--- src/rtl/plic_claim_ctrl.sv ---
// Per-target PLIC claim/complete controller: priority select, irq, claim FSM, gateway pulses.
// Optional outstanding-claim tracking with illegal-complete flag under `PLIC_CLAIM_TRACK_EN.
module plic_claim_ctrl #(
  parameter int SRC_NUM    = 32,
  parameter int PRIO_WIDTH = 3,
  parameter int ID_WIDTH   = $clog2(SRC_NUM+1)
) (
  input  logic                             clk_i,
  input  logic                             rst_n_i,
  input  logic [SRC_NUM-1:0]               ip_i,
  input  logic [SRC_NUM-1:0]               ie_i,
  input  logic [SRC_NUM*PRIO_WIDTH-1:0]    prio_i,
  input  logic [PRIO_WIDTH-1:0]            thold_i,
  input  logic                             claim_req_i,
  output logic                             claim_rdy_o,
  output logic                             claim_vld_o,
  output logic [ID_WIDTH-1:0]              claim_id_o,
  input  logic                             comp_req_i,
  input  logic [ID_WIDTH-1:0]              comp_id_i,
  output logic [SRC_NUM-1:0]               clam_o,
  output logic [SRC_NUM-1:0]               comp_o,
  output logic                             irq_o,
  output logic                             comp_err_o
);

  typedef enum logic [1:0] {IDLE, CLAIM, SETTLE} state_e;

  localparam logic [SRC_NUM-1:0] ONE = {{(SRC_NUM-1){1'b0}}, 1'b1};

  state_e                state_q, state_d;
  logic [ID_WIDTH-1:0]   best_id_q, best_id_d;
  logic [PRIO_WIDTH-1:0] best_prio_q, best_prio_d;
  logic [ID_WIDTH-1:0]   id_q, id_d;
  logic                  rdy_q, rdy_d, vld_q, vld_d, irq_q, irq_d;
  logic [SRC_NUM-1:0]    clam_q, clam_d, comp_q, comp_d;
  logic [SRC_NUM-1:0]    comp_oh;
  logic                  comp_ok, hit;
`ifdef PLIC_CLAIM_TRACK_EN
  logic [SRC_NUM-1:0]    outst_q, outst_d;
  logic                  err_q, err_d, comp_fwd;
`endif

  // Descending scan with >= so a priority tie settles on the lowest ID.
  always_comb begin
    best_id_d   = '0;
    best_prio_d = '0;
    for (int k = SRC_NUM-1; k >= 0; k--) begin
      if (ip_i[k] && ie_i[k] && (prio_i[k*PRIO_WIDTH +: PRIO_WIDTH] != '0) &&
          (prio_i[k*PRIO_WIDTH +: PRIO_WIDTH] >= best_prio_d)) begin
        best_prio_d = prio_i[k*PRIO_WIDTH +: PRIO_WIDTH];
        best_id_d   = ID_WIDTH'(k+1);
      end
    end
  end

  assign hit = best_prio_q > thold_i;

  always_comb begin
    state_d = state_q;
    id_d    = id_q;
    vld_d   = 1'b0;
    clam_d  = '0;
    unique case (state_q)
      IDLE: if (claim_req_i && rdy_q) begin
        state_d = CLAIM;
        vld_d   = 1'b1;
        id_d    = hit ? best_id_q : '0;
        if (hit) clam_d = ONE << (best_id_q - ID_WIDTH'(1));
      end
      CLAIM:   state_d = SETTLE;
      SETTLE:  state_d = IDLE;
      default: state_d = IDLE;
    endcase
    rdy_d = (state_d == IDLE);
    irq_d = hit && (state_q == IDLE);
  end

  always_comb begin
    comp_oh = ONE << (comp_id_i - ID_WIDTH'(1));
    comp_ok = comp_req_i && (comp_id_i != '0) && (comp_id_i <= ID_WIDTH'(SRC_NUM)) &&
              (|(comp_oh & ie_i));
`ifdef PLIC_CLAIM_TRACK_EN
    // Complete checks the pre-claim bit; a same-cycle claim of that ID still sets it.
    comp_fwd = comp_ok && (|(comp_oh & outst_q));
    comp_d   = comp_fwd ? comp_oh : '0;
    err_d    = comp_req_i && !comp_fwd;
    outst_d  = (outst_q & ~comp_d) | clam_d;
`else
    comp_d   = comp_ok ? comp_oh : '0;
`endif
  end

  always_ff @(posedge clk_i or negedge rst_n_i) begin
    if (!rst_n_i) begin
      state_q     <= IDLE;
      best_id_q   <= '0;
      best_prio_q <= '0;
      id_q        <= '0;
      rdy_q       <= 1'b0;
      vld_q       <= 1'b0;
      irq_q       <= 1'b0;
      clam_q      <= '0;
      comp_q      <= '0;
`ifdef PLIC_CLAIM_TRACK_EN
      outst_q     <= '0;
      err_q       <= 1'b0;
`endif
    end else begin
      state_q     <= state_d;
      best_id_q   <= best_id_d;
      best_prio_q <= best_prio_d;
      id_q        <= id_d;
      rdy_q       <= rdy_d;
      vld_q       <= vld_d;
      irq_q       <= irq_d;
      clam_q      <= clam_d;
      comp_q      <= comp_d;
`ifdef PLIC_CLAIM_TRACK_EN
      outst_q     <= outst_d;
      err_q       <= err_d;
`endif
    end
  end

  assign claim_rdy_o = rdy_q;
  assign claim_vld_o = vld_q;
  assign claim_id_o  = id_q;
  assign clam_o      = clam_q;
  assign comp_o      = comp_q;
  assign irq_o       = irq_q;
`ifdef PLIC_CLAIM_TRACK_EN
  assign comp_err_o  = err_q;
`else
  assign comp_err_o  = 1'b0;
`endif

endmodule
--- config.mk ---
export PLATFORM = sky130hd
export DESIGN_NAME = plic_claim_ctrl
export DESIGN_NICKNAME = d
export VERILOG_FILES = /design/src/rtl/plic_claim_ctrl.sv
export SDC_FILE = /design/constraint.sdc
export NUM_CORES = 1
export LEC_CHECK = 0
export BUFFER_PORTS_ARGS = -buffer_cell sky130_fd_sc_hd__buf_2
export CAP_MARGIN = 20
export CORE_AREA = 5 5 144 146
export DETAILED_ROUTE_END_ITERATION = 7
export DIE_AREA = 0 0 149 151
export PLACE_DENSITY = 0.7
export SLEW_MARGIN = 0
export SYNTH_ARGS = -nofsm -noshare
export SYNTH_HDL_FRONTEND = slang
export SYNTH_SLANG_ARGS = --single-unit
--- constraint.sdc ---
create_clock -name clk_i -period 5.22 [get_ports clk_i]
set_input_delay 0.261 -clock clk_i [delete_from_list [all_inputs] [get_ports clk_i]]
set_output_delay 0.261 -clock clk_i [all_outputs]
set_load 0.1 [all_outputs]
==> summary.md, run 1 <==
| Metric | Value |
|---|---|
| Synth cell types | `111` |
| PortBufs | `245` |
| Die area | `roughly 0.022 mm²` |
| Reg-to-reg startpoint | `best_prio_q[1]` |
| RSZ-0062 raised after global routing | `true` |
| Max Slew Vio Count | `0` |
| Critical path class | `in2reg` |
| Top-count cell post-synth | `nor2_1` |
| Final Util | `77.9%` |
| Total number of vias | `~12,000` |
| Share of layout cells above drive strength 1 | `between 50% and 60%` |
| MaxCap Viol Count | `0` |
| Clk slew on worst S/H paths | `70 ps` |
| Core area | `0.0193 mm²` |
| CTS tree | `yes` |
| Seq/Total Area, Yosys | `24.8%` |
| Critical path launch point | `ip_i[31]` |
| FF/Latch Area | `between 0.002 and 0.0025 mm²` |
| Worst-skew pair later-pin latency | `330 ps` |
| Worst r2r dst | `clam_o[4]` |
| Hold depth | `3` |
| Most frequent cells after synthesis | `141 x nor2_1, 110 x nand2_1, 84 x dfrtp_1` |
| Final wirelength | `37,500 µm` |
| Num CTS Buffers | `9` |
| Crit path capture type | `flip-flop` |
| Fmax | `roughly 0.026 GHz` |
| DRC Markers | `0` |
| Setup slack at placement | `-33,550 ps` |
| Vias in the first global route | `11,600` |
| PwrDens | `between 200 and 300 mW/mm²` |
| Clock Skew | `a little over 7 ps` |
| #FFs+latches synth | `84` |
| GRT overflow | `0` |
| TritonCTS Sinks | `84` |
| Worst-path fanout max | `5` |
| Num rows | `between 50 and 60` |
| Clock buffer depth | `2` |
| Worst vdd ir | `0.237 mV` |
| CTS root buf | `clkbuf_16` |
| Number of antenna violations at the first check in global routing | `3` |
| I/O pin count | `247` |
| Final #Nets | `2,031` |
| Failing checks | `setup timing` |
| Max-Slew Margin vs Limit | `51.8%` |
| Post-synth EDFFs | `0` |
| First-pass GRT wire length | `56,600 µm` |
| Setup crit end | `best_id_q[4]` |
| Iteration-0 DRC count of the detailed router | `800` |
| Actual slew at the worst max-slew pin | `716 ps` |
| Initial Utilization | `43.9%` |
| Syn_nets | `1,311` |
| R2R depth | `7` |
| Largest net degree at the start of global routing | `85` |
| Mapped Cells | `1,097` |
| Final period util | `741%` |
| Die W | `149 µm` |
| Final Hold Viols | `0` |
| Top cell type by total area after synthesis | `dfrtp_1` |
| Wire per inst | `between 15 and 20 µm` |
| Reg2Reg Setup Slack | `2710 ps` |
| Hold Path Class | `in2reg` |
| Post-route antenna net violation count | `0` |
| Worst EP required | `5470 ps` |
| Design area | `~0.015 mm²` |
| Area Growth Syn to Fin | `77.4%` |
| Die height | `151 µm` |
| Synth top area cells | `dfrtp_1 25%, nor2_1 6.3%, ha_1 6.1%` |
| TritonRoute pass-1 iters | `5` |
| Via/cell ratio | `between 5 and 6` |
| Avg Inst Size Synth | `around 7.7 µm²` |
| Synth Flop Type | `dfrtp_1` |
| Startpoint Class | `input pin` |
| Critical path's slowest cell | `a2111o_1` |
| Asr flop ratio synth | `100%` |
| Max incr delay on CP | `450 ps` |
| Leakage | `~0.0077 µW` |
| Worst setup margin | `-33,460 ps` |
| Gr usage total | `30.6%` |
| CP dominant cell by count | `nand2b_4` |
| Synth Warn # | `0` |
| # setup viols final | `9` |
| Post-synth top area share | `24.8%` |
| Tmin final | `between 30,000 and 40,000 ps` |
| Placed inst area | `approximately 0.013 mm²` |
| Mapped Area | `0.00846 mm²` |
| DP HPWL | `27,400 µm` |
| Multi-input logic area | `0.00703 mm²` |
| Gpl congestion | `0.960` |
| Fillers | `1,328` |
| CP Data Arrival Time | `38,930 ps` |
| Outcome | `finished with violations` |
| H-tree depth | `3` |
-- registers in the layout, summed over array words and instances, names as in the netlist, 2 cells and up --
name,cells
claim_id_o,6
comp_o,32
clam_o,32
state_q,2
best_prio_q,3
best_id_q,6
-- metal layers --
| layer | GRT usage [%] | share of wire, % | up-vias |
|---|---|---|---|
| li1 | - | - | 5570 |
| met1 | 37.9 | 40 | 5588 |
| met2 | 54.7 | 49 | 561 |
| met3 | 3.86 | 6.5 | 132 |
| met4 | 11.3 | 4.5 | 4 |
| met5 | 0 | 0.069 | - |
-- placed cells by master, fill, tap and decap left out, types with 10 or more instances in the layout --
| cell | netlist | layout |
|---|---|---|
| dfrtp_1 | 84 | 84 |
| o21ai_1 | 8 | 11 |
| a31oi_1 | 20 | 15 |
| ha_1 | 41 | 23 |
| buf_4 | 3 | 483 |
| nor3_1 | 37 | 36 |
| nand2b_4 | 0 | 21 |
| o211ai_1 | 16 | 16 |
| and2_1 | 16 | 10 |
| nand2_1 | 110 | 98 |
| or3_1 | 11 | 11 |
| a21o_1 | 13 | 13 |
| buf_2 | 0 | 241 |
| inv_1 | 72 | 66 |
| nand2b_1 | 33 | 12 |
| a21oi_2 | 2 | 15 |
| nand3_1 | 44 | 42 |
| and3_1 | 21 | 19 |
| ha_4 | 0 | 18 |
| o21ai_0 | 40 | 32 |
| nand4_1 | 14 | 14 |
| mux2i_1 | 10 | 10 |
| a21oi_1 | 58 | 40 |
| nor2_1 | 141 | 129 |
-- how the worst min path moves through the flow --
stage | from | to | slack, ps
after floorplan | rst_n_i | best_id_q[0] | -30
after global placement | state_q[1] | state_q[1] | 430
after detailed placement | state_q[1] | state_q[1] | 450
after CTS | rst_n_i | clam_o[6] | 130
after global routing | prio_i[1] | best_prio_q[1] | 210
final | prio_i[2] | best_prio_q[2] | 190
-- report_power, final --
group	switching, µW	internal (µW)
registers	75.4	715
clock network	285	339
logic	1410	1360
total	1770	2410
-- repair_timing --
action                                  CTS  global route
endpoints found under the setup margin    9             9
setup buffers                            84            26
hold buffers                              0             1
pin swaps                               113            47
gates cloned                              0             0
hold endpoints to repair                  0            20
gates resized for setup                  45            45
-- metrics by stage --
step / setup TNS (ps) / cells / hold WS (ps) / total power [µW]
after detailed placement: -300370 / 1960 / 453 / 3050
after global placement: -291660 / 1960 / 426 / 3000
final: -299540 / 2088 / 190 / 4180
after floorplan: -290610 / 1097 / -34.6 / 2190
after CTS: -289280 / 2060 / 125 / 3940
after global routing: -314190 / 2088 / 206 / 4420
-- critical path, delay by kind of cell --
kind                       cells  cell delay, ps
and+or+nand+nor               73            8800
buffers and inverters         13            1160
adders and majority gates     37            9860
muxes                         11            3230
AOI/OAI and AO/OA             91           15510
-- cell type report --
| cell class | instances | area share (%) |
|---|---|---|
| Antenna cell | 1 | 0.0167 |
| Clock buffer | 9 | 1.50 |
| Clock inverter | 7 | 0.492 |
| Inverter | 72 | 1.83 |
| Multi-Input combinational cell | 916 | 46.9 |
| Sequential cell | 84 | 14.0 |
| Tap cell | 265 | 2.21 |
| Timing Repair Buffer | 734 | 33.1 |
-- logic make-up (layout without fill, tap and decap cells) --
| logic type | after synthesis | count (layout) | synth area share [%] |
|---|---|---|---|
| fa+ha+maj | 50 | 50 | 7.13 |
| buf+inv | 97 | 822 | 4.73 |
| flops | 84 | 84 | 24.8 |
| other cells | 1 | 2 | 0.0443 |
| mux | 27 | 27 | 3.71 |
| compound gates | 336 | 336 | 29.8 |
| xor+xnor | 3 | 3 | 0.311 |
| simple gates | 499 | 499 | 29.4 |
Note: power is estimated with default switching activity, not from simulation.
==> inputs of run 2 (changes only) <==
--- a/config.mk
+++ b/config.mk
@@ -10,7 +10,8 @@
 export CORE_AREA = 5 5 144 146
 export DETAILED_ROUTE_END_ITERATION = 7
 export DIE_AREA = 0 0 149 151
-export PLACE_DENSITY = 0.7
+export HOLD_SLACK_MARGIN = 0.12
+export PLACE_DENSITY = 0.76
 export SLEW_MARGIN = 0
 export SYNTH_ARGS = -nofsm -noshare
 export SYNTH_HDL_FRONTEND = slang
==> run 2 against run 1 <==
  * The flow still finishes with violations (setup timing)
  * Routed wire length is 2.2% higher
  * Flip-flop and latch count is the same
  * Total power increased by 1.5%
  * Critical path type unchanged
  * Largest power group unchanged
==> summary.md, run 2 (synthesized netlist as in run 1, its figures left out) <==
| Metric | Value |
|---|---|
| # setup viols final | `9 (unchanged)` |
| Failing checks | `setup timing` |
| Leakage | `0.00766 µW (-0.81%)` |
| Wire per inst | `18.4 µm (+2.7%)` |
| Worst-path fanout max | `4 (-1)` |
| Num CTS Buffers | `9 (unchanged)` |
| DP HPWL | `27,900 µm (+2.1%)` |
| Sw power | `1790 µW (+0.87%)` |
| Critical path class | `in2reg` |
| Max-Slew Margin vs Limit | `41.6% (-10 points)` |
| RSZ-0062 raised after global routing | `true` |
| Hold Path Class | `in2reg` |
| Fmax | `0.0258 GHz (-0.34%)` |
| Max incr delay on CP | `440 ps (about the same)` |
| Crit path capture type | `flip-flop` |
| Internal | `2460 µW (+2.0%)` |
| Share of layout cells above drive strength 1 | `53.9% (+0.27 points)` |
| Via/cell ratio | `5.76 (+1.5%)` |
| Logic pwr share | `66.0% (-0.2 points)` |
| Final period util | `743% (+2.5 points)` |
| Num rows | `51 (unchanged)` |
| H-tree depth | `3 (unchanged)` |
| DRC Markers | `0 (unchanged)` |
| Final wirelength | `38,300 µm (+2.2%)` |
| Post-route antenna net violation count | `0 (unchanged)` |
| TritonCTS Sinks | `84 (unchanged)` |
| Design area | `0.0150 mm² (about the same)` |
| Placed inst area | `0.0134 mm² (+0.62%)` |
| Worst vdd ir | `0.207 mV (-13%)` |
| Worst setup margin | `-33,590 ps (-130 ps)` |
| CTS tree | `yes` |
| Max Slew Vio Count | `0 (unchanged)` |
| Die W | `149 µm (unchanged)` |
| PwrDens | `283 mW/mm² (+1.5%)` |
| CP Data Arrival Time | `39,060 ps (+130 ps)` |
| Commonest non-fill, non-tap cell in the layout | `buf_4` |
| First-pass GRT wire length | `57,000 µm (+0.78%)` |
| Clock buffer depth | `2 (unchanged)` |
| Total number of vias | `12,000 (+1.1%)` |
| Final #Nets | `2,022 (-0.44%)` |
| Gpl congestion | `0.972 (+1.3%)` |
| GRT overflow | `0 (unchanged)` |
| Gr usage total | `30.9% (+0.29 points)` |
| Clk slew on worst S/H paths | `70 ps (about the same)` |
| Vias in the first global route | `11,700 (+0.82%)` |
| Core area | `0.0193 mm² (unchanged)` |
| Number of antenna violations at the first check in global routing | `4 (+1)` |
| Worst-skew pair later-pin latency | `330 ps (about the same)` |
| TritonRoute pass-1 iters | `5 (unchanged)` |
| Reg power frac | `18.7% (-0.2 points)` |
| Initial Utilization | `43.9% (unchanged)` |
| Critical path's slowest cell | `a2111o_1` |
| Setup slack at placement | `-33,880 ps (-332 ps)` |
| Die height | `151 µm (unchanged)` |
| Final Hold Viols | `0 (unchanged)` |
| Die area | `0.0225 mm² (unchanged)` |
| Tmin final | `38,810 ps (+130 ps)` |
| Power Total | `4250 µW (+1.5%)` |
| Largest net degree at the start of global routing | `85 (unchanged)` |
| CTS root buf | `clkbuf_16` |
| Outcome | `finished with violations` |
| Sw Ratio | `42.1% (-0.26 points)` |
| Worst EP required | `5470 ps (about the same)` |
| Commonest non-fill, non-tap cells in the layout | `469 x buf_4, 242 x buf_2, 128 x nor2_1, 97 x nand2_1, 84 x dfrtp_1` |
| Area Growth Syn to Fin | `77.3% (about the same)` |
| Startpoint Class | `input pin` |
| Clock power share | `15.4% (+0.5 points)` |
| MaxCap Viol Count | `0 (unchanged)` |
| PortBufs | `245 (unchanged)` |
| Iteration-0 DRC count of the detailed router | `707 (-12%)` |
| CP dominant cell by count | `buf_4` |
| Clock Skew | `4.39 ps (-2.77 ps)` |
| I/O pin count | `247 (unchanged)` |
| Actual slew at the worst max-slew pin | `865 ps (+149 ps)` |
-- run 2: cell types whose count changed in the layout (fill, tap and decap cells not counted), moves of 2 or more --
cell and delta:
mux2i_1 -3, buf_4 -14, mux2i_2 +2, clkinvlp_4 +2
buf_6 +4, a21oi_2 +2
-- run 2: power groups by stage --
stage / registers, µW / logic [µW] / clock network, µW
finish: 792 / 2800 / 653
global route: 804 / 2980 / 686
CTS: 791 / 2520 / 657
detailed placement: 802 / 2290 / 0
global placement: 798 / 2220 / 0
floorplan: 977 / 1210 / 0
-- run 2: path summary, 6_finish.rpt --
check | end | startpoint | slack (ps) | cells past startpoint
max | best_id_q[4] | ie_i[31] | -33590 | 234
min | best_prio_q[1] | prio_i[1] | 190 | 3
max reg2reg | clam_o[0] | best_prio_q[1] | 2740 | 7
min reg2reg | state_q[1] | state_q[1] | 450 | 1
max in group asynchronous | comp_o[12] | rst_n_i | 4230 | 3
min in group asynchronous | clam_o[15] | rst_n_i | 390 | 2
-- run 2: repair_timing --
item	CTS	global route
hold buffers	0	1
endpoints found under the hold margin	0	29
setup buffers	65	25
resized for setup	42	62
pin swaps	123	61
setup endpoints to repair	9	9
-- run 2: per-layer routing --
metal,part of all wire [%],GRT usage [%]
met1,39,38.2
met3,7.0,4.43
met5,0.11,0
met2,48,54.2
met4,5.5,12.8
-- run 2: metrics by stage --
stage,cells,utilization (%),hold WS (ps),TNS (ps)
after floorplan,1097,-,-34.6,-290610
after global placement,1971,69.6,429,-291460
after detailed placement,1971,69.6,442,-303370
after CTS,2052,75.0,136,-293660
after global routing,2079,77.8,191,-315850
final,2079,77.8,186,-301330
-- run 2: critical path: cells and delay by family --
family	cells	cell delay [ps]
multiplexers	10	3240
AND/OR/NAND/NOR	69	8040
adder cells (fa/ha/maj)	33	8640
buffers and inverters	31	3510
AO/OA/AOI/OAI	91	15320
-- run 2: layout make-up --
class / instances / area, µm²
diodes: 1 / 2.50
multi-input cells: 916 / 7080
fillers: 1281 / 4270
flip-flops and latches: 84 / 2100
well taps: 265 / 332
repair buffers: 725 / 4910
clock inverters: 7 / 82.6
clock buffers: 9 / 225
inverters: 72 / 273
